## src/rtl/lsu_pkg.sv

```systemverilog
// Shared definitions for the load/store unit: funct3 codes, FSM states
// and request-legality helpers.
package lsu_pkg;

  localparam logic [2:0] F3_B  = 3'b000;
  localparam logic [2:0] F3_H  = 3'b001;
  localparam logic [2:0] F3_W  = 3'b010;
  localparam logic [2:0] F3_BU = 3'b100;
  localparam logic [2:0] F3_HU = 3'b101;

  typedef enum logic [2:0] {
    IDLE,
    LD,
    RD,
    WR,
    ERR
  } state_t;

  function automatic logic lsu_misaligned(
    input logic [2:0] funct3,
    input logic [1:0] addr
  );
    logic bad;
    bad = 1'b0;
    if (funct3 == F3_H || funct3 == F3_HU)
      bad = addr[0];
    else if (funct3 == F3_W)
      bad = |addr;
    return bad;
  endfunction

  function automatic logic lsu_illegal(
    input logic       we,
    input logic [2:0] funct3
  );
    logic bad;
    if (we)
      bad = !(funct3 inside {F3_B, F3_H, F3_W});
    else
      bad = !(funct3 inside {F3_B, F3_H, F3_W, F3_BU, F3_HU});
    return bad;
  endfunction

endpackage

```

## src/rtl/load_store_unit_lane.sv

```systemverilog
// Byte-lane datapath: load extraction with sign/zero extension and
// sub-word store merge. Ports: funct3, lane, rdata, wdata -> ld_data, merged.
module lsu_lane
  import lsu_pkg::*;
(
  input  logic [2:0]  funct3,
  input  logic [1:0]  lane,
  input  logic [31:0] rdata,
  input  logic [31:0] wdata,
  output logic [31:0] ld_data,
  output logic [31:0] merged
);

  logic [31:0] shifted;

  always_comb begin
    shifted = rdata >> {lane, 3'b000};
    ld_data = '0;
    unique case (funct3)
      F3_B:  ld_data = {{24{shifted[7]}}, shifted[7:0]};
      F3_BU: ld_data = {24'h0, shifted[7:0]};
      F3_H:  ld_data = {{16{shifted[15]}}, shifted[15:0]};
      F3_HU: ld_data = {16'h0, shifted[15:0]};
      F3_W:  ld_data = shifted;
      default: ld_data = '0;
    endcase
  end

  // Store merge: lane 0..3 for bytes, lane[1] picks the halfword.
  always_comb begin
    merged = rdata;
    unique case (funct3)
      F3_B: merged[{lane, 3'b000} +: 8] = wdata[7:0];
      F3_H: merged[{lane[1], 4'b0000} +: 16] = wdata[15:0];
      default: merged = wdata;
    endcase
  end

endmodule

```

## src/rtl/load_store_unit.sv

```systemverilog
// Memory-stage LSU in front of a word-only memory port.
// Ports: req_* (valid/ready request), resp_* (result pulse), mem_* (word port).
module load_store_unit
  import lsu_pkg::*;
#(
  parameter int ADDR_W = 32
) (
  input  logic              clk,
  input  logic              rst_n,
  input  logic              req_valid,
  output logic              req_ready,
  input  logic              req_we,
  input  logic [2:0]        req_funct3,
  input  logic [ADDR_W-1:0] req_addr,
  input  logic [31:0]       req_wdata,
  output logic              resp_valid,
  output logic [31:0]       resp_rdata,
  output logic              resp_err,
  output logic [ADDR_W-1:0] mem_addr,
  output logic              mem_rd_en,
  output logic              mem_wr_en,
  output logic [31:0]       mem_wdata,
  input  logic [31:0]       mem_rdata
);

  state_t            state;
  logic [ADDR_W-1:0] addr_q;
  logic [2:0]        funct3_q;
  logic [31:0]       wdata_q;
  logic [31:0]       merge_q;
  logic [31:0]       ld_data;
  logic [31:0]       merged;
  logic              req_bad;

  lsu_lane u_lane (
    .funct3  (funct3_q),
    .lane    (addr_q[1:0]),
    .rdata   (mem_rdata),
    .wdata   (wdata_q),
    .ld_data (ld_data),
    .merged  (merged)
  );

  assign req_ready = (state == IDLE);
  assign req_bad   = lsu_illegal(req_we, req_funct3)
                   | lsu_misaligned(req_funct3, req_addr[1:0]);

  always_ff @(posedge clk) begin
    if (!rst_n) begin
      state      <= IDLE;
      addr_q     <= '0;
      funct3_q   <= '0;
      wdata_q    <= '0;
      merge_q    <= '0;
      resp_valid <= 1'b0;
      resp_rdata <= '0;
      resp_err   <= 1'b0;
    end else begin
      resp_valid <= 1'b0;
      unique case (state)
        IDLE: begin
          if (req_valid) begin
            addr_q   <= req_addr;
            funct3_q <= req_funct3;
            wdata_q  <= req_wdata;
            // Errors respond straight from the accept edge.
            if (req_bad) begin
              state      <= ERR;
              resp_valid <= 1'b1;
              resp_err   <= 1'b1;
              resp_rdata <= '0;
            end else if (!req_we) begin
              state <= LD;
            end else if (req_funct3 == F3_W) begin
              state <= WR;
            end else begin
              state <= RD;
            end
          end
        end
        LD: begin
          resp_valid <= 1'b1;
          resp_err   <= 1'b0;
          resp_rdata <= ld_data;
          state      <= IDLE;
        end
        RD: begin
          merge_q <= merged;
          state   <= WR;
        end
        WR: begin
          resp_valid <= 1'b1;
          resp_err   <= 1'b0;
          resp_rdata <= '0;
          state      <= IDLE;
        end
        ERR: state <= IDLE;
        default: state <= IDLE;
      endcase
    end
  end

  assign mem_rd_en = (state == LD) || (state == RD);
  // Gating by rst_n lets a reset during WR cancel the write.
  assign mem_wr_en = (state == WR) && rst_n;
  assign mem_addr  = (state == IDLE) ? '0
                   : {2'b00, addr_q[ADDR_W-1:2]};
  assign mem_wdata = (state != WR) ? '0
                   : (funct3_q == F3_W) ? wdata_q : merge_q;

endmodule

```

## config.mk

```make
export PLATFORM = sky130hd
export DESIGN_NAME = load_store_unit
export DESIGN_NICKNAME = d
export VERILOG_FILES = /design/src/rtl/lsu_pkg.sv /design/src/rtl/load_store_unit_lane.sv /design/src/rtl/load_store_unit.sv
export SDC_FILE = /design/constraint.sdc
export NUM_CORES = 1
export LEC_CHECK = 0
export CAP_MARGIN = 10
export CORE_ASPECT_RATIO = 1.5
export CORE_UTILIZATION = 48
export DETAILED_ROUTE_END_ITERATION = 10
export PLACE_DENSITY = 0.81
export SYNTH_ARGS = -nofsm -noshare
export SYNTH_HDL_FRONTEND = slang
export SYNTH_SLANG_ARGS = --single-unit
```

## constraint.sdc

```tcl
create_clock -name clk -period 3.15 [get_ports clk]
set_clock_uncertainty 0.05 [all_clocks]
set_input_delay 0.945 -clock clk [delete_from_list [all_inputs] [get_ports clk]]
set_output_delay 0.945 -clock clk [all_outputs]
set_load 0.03 [all_outputs]
```

==> results of run 1 <==
-- area by class of cell --
class / count / area share
sequential: 136 / 0.2804
clock buffer: 20 / 0.04695
multi-input combinational: 652 / 0.3919
tap: 192 / 0.02469
inverter: 7 / 0.002701
clock inverter: 12 / 0.01775
timing repair buffer: 226 / 0.2356
-- placed cells by master, fill, tap and decap left out, types with 3 or more instances in the layout --
| cell | netlist | layout |
|---|---|---|
| a211o_1 | 8 | 8 |
| a21oi_1 | 119 | 119 |
| a221o_1 | 29 | 29 |
| a221oi_1 | 25 | 25 |
| a222oi_1 | 6 | 6 |
| a31oi_1 | 3 | 3 |
| a32o_1 | 5 | 5 |
| buf_12 | 0 | 14 |
| buf_4 | 3 | 44 |
| bufinv_16 | 0 | 4 |
| clkbuf_16 | 0 | 17 |
| clkdlybuf4s50_1 | 0 | 168 |
| clkinv_2 | 0 | 4 |
| dfxtp_1 | 136 | 132 |
| dfxtp_2 | 0 | 4 |
| ha_1 | 5 | 5 |
| inv_1 | 7 | 6 |
| mux2_2 | 20 | 20 |
| mux2i_1 | 25 | 25 |
| nand2_1 | 229 | 228 |
| nand2b_1 | 3 | 3 |
| nand3_1 | 15 | 15 |
| nor2_1 | 30 | 30 |
| nor2b_1 | 36 | 35 |
| o211ai_1 | 14 | 14 |
| o21ai_0 | 26 | 26 |
| o21ai_1 | 8 | 8 |
| or3_1 | 10 | 10 |
-- power by group through the flow --
stage	Combinational, mW	Clock, mW	Sequential (mW)
after CTS	0.895	2.13	1.89
after global placement	0.880	0	1.92
after floorplan	0.498	0	1.93
after global routing	0.969	2.21	1.90
final	0.905	2.11	1.89
after detailed placement	0.887	0	1.92
-- layer usage --
metal  routed length (um)  vias up  global-route usage
met2                11180      348              0.5118
met4                 1061        0              0.1610
met3                 1735       80             0.07190
met1                 8522     3355              0.3566
li1                     -     3423                   -
met5                    0        -                   0
-- sequential cells by signal, indices dropped and copies added, names as in the netlist --
register	cells
resp_rdata	32
resp_err	1
resp_valid	1
funct3_q	3
addr_q	32
merge_q	32
state	3
wdata_q	32
-- Yosys cell counts (3+ instances only) --
cell type / count
clkbuf_1: 52
a211o_1: 8
dfxtp_1: 136
or3_1: 10
a32o_1: 5
a221o_1: 29
nor2_1: 30
mux2_2: 20
nor2b_1: 36
o21ai_0: 26
inv_1: 7
a221oi_1: 25
buf_2: 15
o21ai_1: 8
a31oi_1: 3
o211ai_1: 14
ha_1: 5
nand2_1: 229
a21oi_1: 119
nand3_1: 15
mux2i_1: 25
nor3_1: 3
buf_4: 3
a222oi_1: 6
nand2b_1: 3
-- cell families (layout without fill, tap and decap cells) --
kind of cell               Yosys count  count (layout)
and+or+nand+nor                    342             342
AOI/OAI and AO/OA                  255             255
DFF                                136             136
buffers and inverters               81             265
muxes                               46              46
adders and majority gates            5               5
xor gates and xnor gates             2               2
other                                1               2
-- worst min path at each step --
stage / cells past startpoint / slack [ns] / end
6_report: 2 / 0.40 / addr_q[3]
5_1_grt: 2 / 0.41 / addr_q[14]
2_1_floorplan: 2 / 0.38 / addr_q[10]
4_1_cts: 2 / 0.40 / addr_q[14]
3_5_place_dp: 2 / 0.39 / addr_q[14]
3_3_place_gp: 2 / 0.39 / addr_q[3]
-- worst register-to-register path: stages (launching register included) --
cell      delay (ns)
dfxtp_2         0.35
buf_4           0.50
mux2_1          0.41
or3_1           0.31
o2111a_1        0.35
a221o_1         0.36
==> results.ini, run 1 <==
[pwr]
ir_worst_vdd_mv=0.3504
p_switching_mw=1.337
p_seq_frac=0.385
power_mw=4.904
powerDensity_mw_per_mm2=504.1
power_leakage_nw=3.593
swShare=0.2727
pwr-share-clk=0.430
p_int_mw=3.566
power_frac_comb=0.185

[synth]
yosys_register_bits=136
avgSynthCellArea_um2=7.904
yosysTopAreaCell=dfxtp_1
synth_ff_type=dfxtp_1
yosys_warnings=0
muxShareOfSynthArea=0.07095
ys_types=52
synthSimpleGateAreaFrac=0.2238
yosys.area.top_type_share=0.3969
synthXorXnorAreaFrac=0.002553
synth_top_family_by_area=compound AO/OA/AOI/OAI gates
synth_area_leaders=dfxtp_1 (40%), nand2_1 (13%), a21oi_1 (8.7%)
synth_cells=868
synth_edf_count=0
synth-seq-area-share=0.3969
async_reset_ff_frac=0
synth_compound_area_frac=0.2453
syn_area_mm2=0.006860
synth_fa_ha_area_frac=0.009119

[cells_and_area]
multiInputGateArea_mm2=0.003812
post-route-util=0.6953
stdcell_count=1245
final_nets=1148
n_antenna_cell=0
n_fill_cell=1113
syn_to_final_growth_pct=41.80
drive_above_1_share=0.1187
seq_area_mm2=0.002728
finalInstanceArea_mm2=0.009728

[clocking]
cts_buffer_depth=2
clk_latency_ns=0.41
numCtsBuffers=17
cts_max_level=4
clk_pin_slew_worst_paths_ns=0.06
post-cts-setup-buffers=0
clkSinkCount=136
cts_root_buf=clkbuf_16
cts_resized=2
cts_tree=done
hold_buffers=0

[critical_path]
endpoint_kind=primary output
crit_path_start=state[0]
cp-endpoint=mem_addr[20]
arrival_ns=2.07
r2r_end=resp_rdata[29]
worstPathRequired_ns=2.15
r2r_slack_ns=0.70
reg2regPathDepth=5
path_class=flip-flop to primary output
crit_buf_inv=2
cpMaxStageDelayCell=clkdlybuf4s50_1
critPathMaxStageDelay_ns=0.72
start_kind=flip-flop
crit_cells=4
cp_top_family=buffers and inverters
path_cells=nor3_2, buf_4, nor2b_1, clkdlybuf4s50_1
regToRegStartpoint=addr_q[1]
crit_path_max_fanout=19

[sta]
relSlewSlack=0.2144
rsz0062_at_grt=false
setup_tns_ns=0
setup_viol_count_final=0
fin_hold_ws_ns=0.3984
drv_slew=0
post-route-period-util=0.9725
tightest_slew_ns=1.178
postLayoutSetupSlackWorst_ns=0.08649
clock.fmax_mhz=326.4
fin_crit_ns=3.064
hold_violations=0

[floorplan]
die_area_mm2=0.01478
die_y_um=148.4
core_region_area_mm2=0.01399
fp.dieW_um=99.61
io_pins=204
start_util=0.4903
rows=53

[routing]
via_count=7206
routed_wl_mm=22.50
drt-pass1-iter-count=8
drt-wirelength-per-cell_um=18.07
ant_nets=0
drc_errors=0
routed_via_density=5.788
drt_iter0_markers=503

[global_route]
globalRouteOverflowTotal=0
antenna_found_initial=0
grt_pass1_vias=6699
grt_first_pass_wirelength_mm=34.94
grt_usage=0.3040
grt_max_degree=77

[job]
drv_cap=0

[place]
numPortBuffers=201
place_ws_ns=0.2106
dp_cells=1213
placed_area_mm2=0.009096
place.gp.congestion=0.9441
hpwl_mm=15.71

[outcome]
status=complete, no violations

[hold_path]
hp-class=flip-flop to flip-flop
worstHoldStart=addr_q[3]

Power figures use the tool's default switching activity.
==> run 2: changes to the inputs <==
--- a/config.mk
+++ b/config.mk
@@ -7,9 +7,10 @@
 export LEC_CHECK = 0
 export CAP_MARGIN = 10
 export CORE_ASPECT_RATIO = 1.5
-export CORE_UTILIZATION = 48
+export CORE_UTILIZATION = 49
+export CTS_BUF_LIST = sky130_fd_sc_hd__clkbuf_4 sky130_fd_sc_hd__clkbuf_8
 export DETAILED_ROUTE_END_ITERATION = 10
-export PLACE_DENSITY = 0.81
+export PLACE_DENSITY = 0.83
 export SYNTH_ARGS = -nofsm -noshare
 export SYNTH_HDL_FRONTEND = slang
 export SYNTH_SLANG_ARGS = --single-unit
==> run 2 against run 1 <==
Net effect:
- final cell count decreased by 2.5%
- worst hold slack improved by 0.0022 ns
- fmax increased by 1.6%
- core utilization decreased by 0.055 points
- largest power group is now registers
- sequential share of layout area increased by 0.84 points
==> results.ini, run 2 (synthesis results as in run 1) <==
[pwr]
power_mw=4.329
p_switching_mw=1.318
ir_worst_vdd_mv=0.2775
swShare=0.3044
pwr-share-clk=0.357
p_int_mw=3.011
p_seq_frac=0.436
powerDensity_mw_per_mm2=458.2
power_frac_comb=0.207
power_leakage_nw=3.497

[place]
place_ws_ns=0.1999
hpwl_mm=15.71
dp_cells=1182
placed_area_mm2=0.009011
place.gp.congestion=0.9667
numPortBuffers=201

[sta]
hold_violations=0
relSlewSlack=0.2587
fin_hold_ws_ns=0.4007
drv_slew=0
fin_crit_ns=3.014
clock.fmax_mhz=331.8
setup_viol_count_final=0
rsz0062_at_grt=false
tightest_slew_ns=1.112
postLayoutSetupSlackWorst_ns=0.1359
post-route-period-util=0.9569
setup_tns_ns=0

[global_route]
antenna_found_initial=0
grt_max_degree=77
grt_pass1_vias=6833
grt_first_pass_wirelength_mm=35.25
grt_usage=0.3110
globalRouteOverflowTotal=0

[critical_path]
start_kind=flip-flop
path_class=flip-flop to primary output
arrival_ns=2.02
path_cells=or3b_1, buf_6, nand2_1, a21oi_1, buf_4
cpMaxStageDelayCell=dfxtp_1
crit_buf_inv=2
cp_top_family=buffers and inverters
crit_path_max_fanout=30
worstPathRequired_ns=2.15
critPathMaxStageDelay_ns=0.44
endpoint_kind=primary output

[floorplan]
core_region_area_mm2=0.01360
start_util=0.5045
die_area_mm2=0.01449
die_y_um=146.9
io_pins=204
rows=52
fp.dieW_um=98.61

[cells_and_area]
n_antenna_cell=0
final_common_cell=nand2_1
stdcell_count=1214
final_nets=1147
final_cell_mix=nand2_1 (228), clkdlybuf4s50_1 (164), dfxtp_1 (132), a21oi_1 (119), buf_4 (44)
finalInstanceArea_mm2=0.009447
syn_to_final_growth_pct=37.70
n_fill_cell=1100
post-route-util=0.6947
drive_above_1_share=0.1198

[hold_path]
hp-class=flip-flop to flip-flop

[outcome]
status=complete, no violations

[clocking]
hold_buffers=0
clk_latency_ns=0.45
cts_root_buf=clkbuf_8
clk_pin_slew_worst_paths_ns=0.08
numCtsBuffers=17
cts_resized=5
cts_max_level=4
post-cts-setup-buffers=0
cts_buffer_depth=2
clkSinkCount=136
cts_tree=done

[routing]
drt-pass1-iter-count=6
drt_iter0_markers=650
routed_via_density=5.915
ant_nets=0
routed_wl_mm=22.33
drc_errors=0
drt-wirelength-per-cell_um=18.40
via_count=7181

[job]
drv_cap=0

run 2: cell count changes in the layout (fill, tap and decap cells not counted), sizes merged:
cell,before,now
clkinvlp,2,3
inv,8,9
dlygate4sd2,0,3
clkdlybuf4s50,168,164
clkbuf,20,19
bufinv,4,3
run 2: worst paths after layout:
path	startpoint	to	slack, ns	cells after the start
setup / recovery	funct3_q[2]	mem_wdata[8]	0.14	5
hold / removal	addr_q[17]	addr_q[17]	0.40	2
setup reg to reg	addr_q[1]	resp_rdata[30]	0.68	5
hold reg to reg	addr_q[17]	addr_q[17]	0.40	2
run 2: power groups by stage:
stage	combinational, mW	sequential, mW	clock, mW
after CTS	0.883	1.88	1.56
after detailed placement	0.878	1.92	0
after floorplan	0.498	1.93	0
after global placement	0.870	1.92	0
final	0.896	1.89	1.55
after global routing	0.964	1.90	1.62
run 2: area by class of cell:
type | instances | area [um2] | area share
timing repair buffer | 225 | 2252 | 0.2384
multi-input combinational | 652 | 3812 | 0.4036
tap | 162 | 202.7 | 0.02146
sequential | 136 | 2728 | 0.2887
inverter | 7 | 26.28 | 0.002781
clock inverter | 13 | 170.2 | 0.01801
clock buffer | 19 | 255.2 | 0.02702
run 2: layer usage:
layer  global-route usage  share of wire
met5                    0              0
met4               0.1888          0.061
met3              0.06993          0.086
met2               0.5137           0.47
met1               0.3662           0.38
run 2: tightest hold or removal path: stages, from the launching register on:
cell and delay (ns):
dfxtp_1 0.31, nand2_1 0.05, a21oi_1 0.05
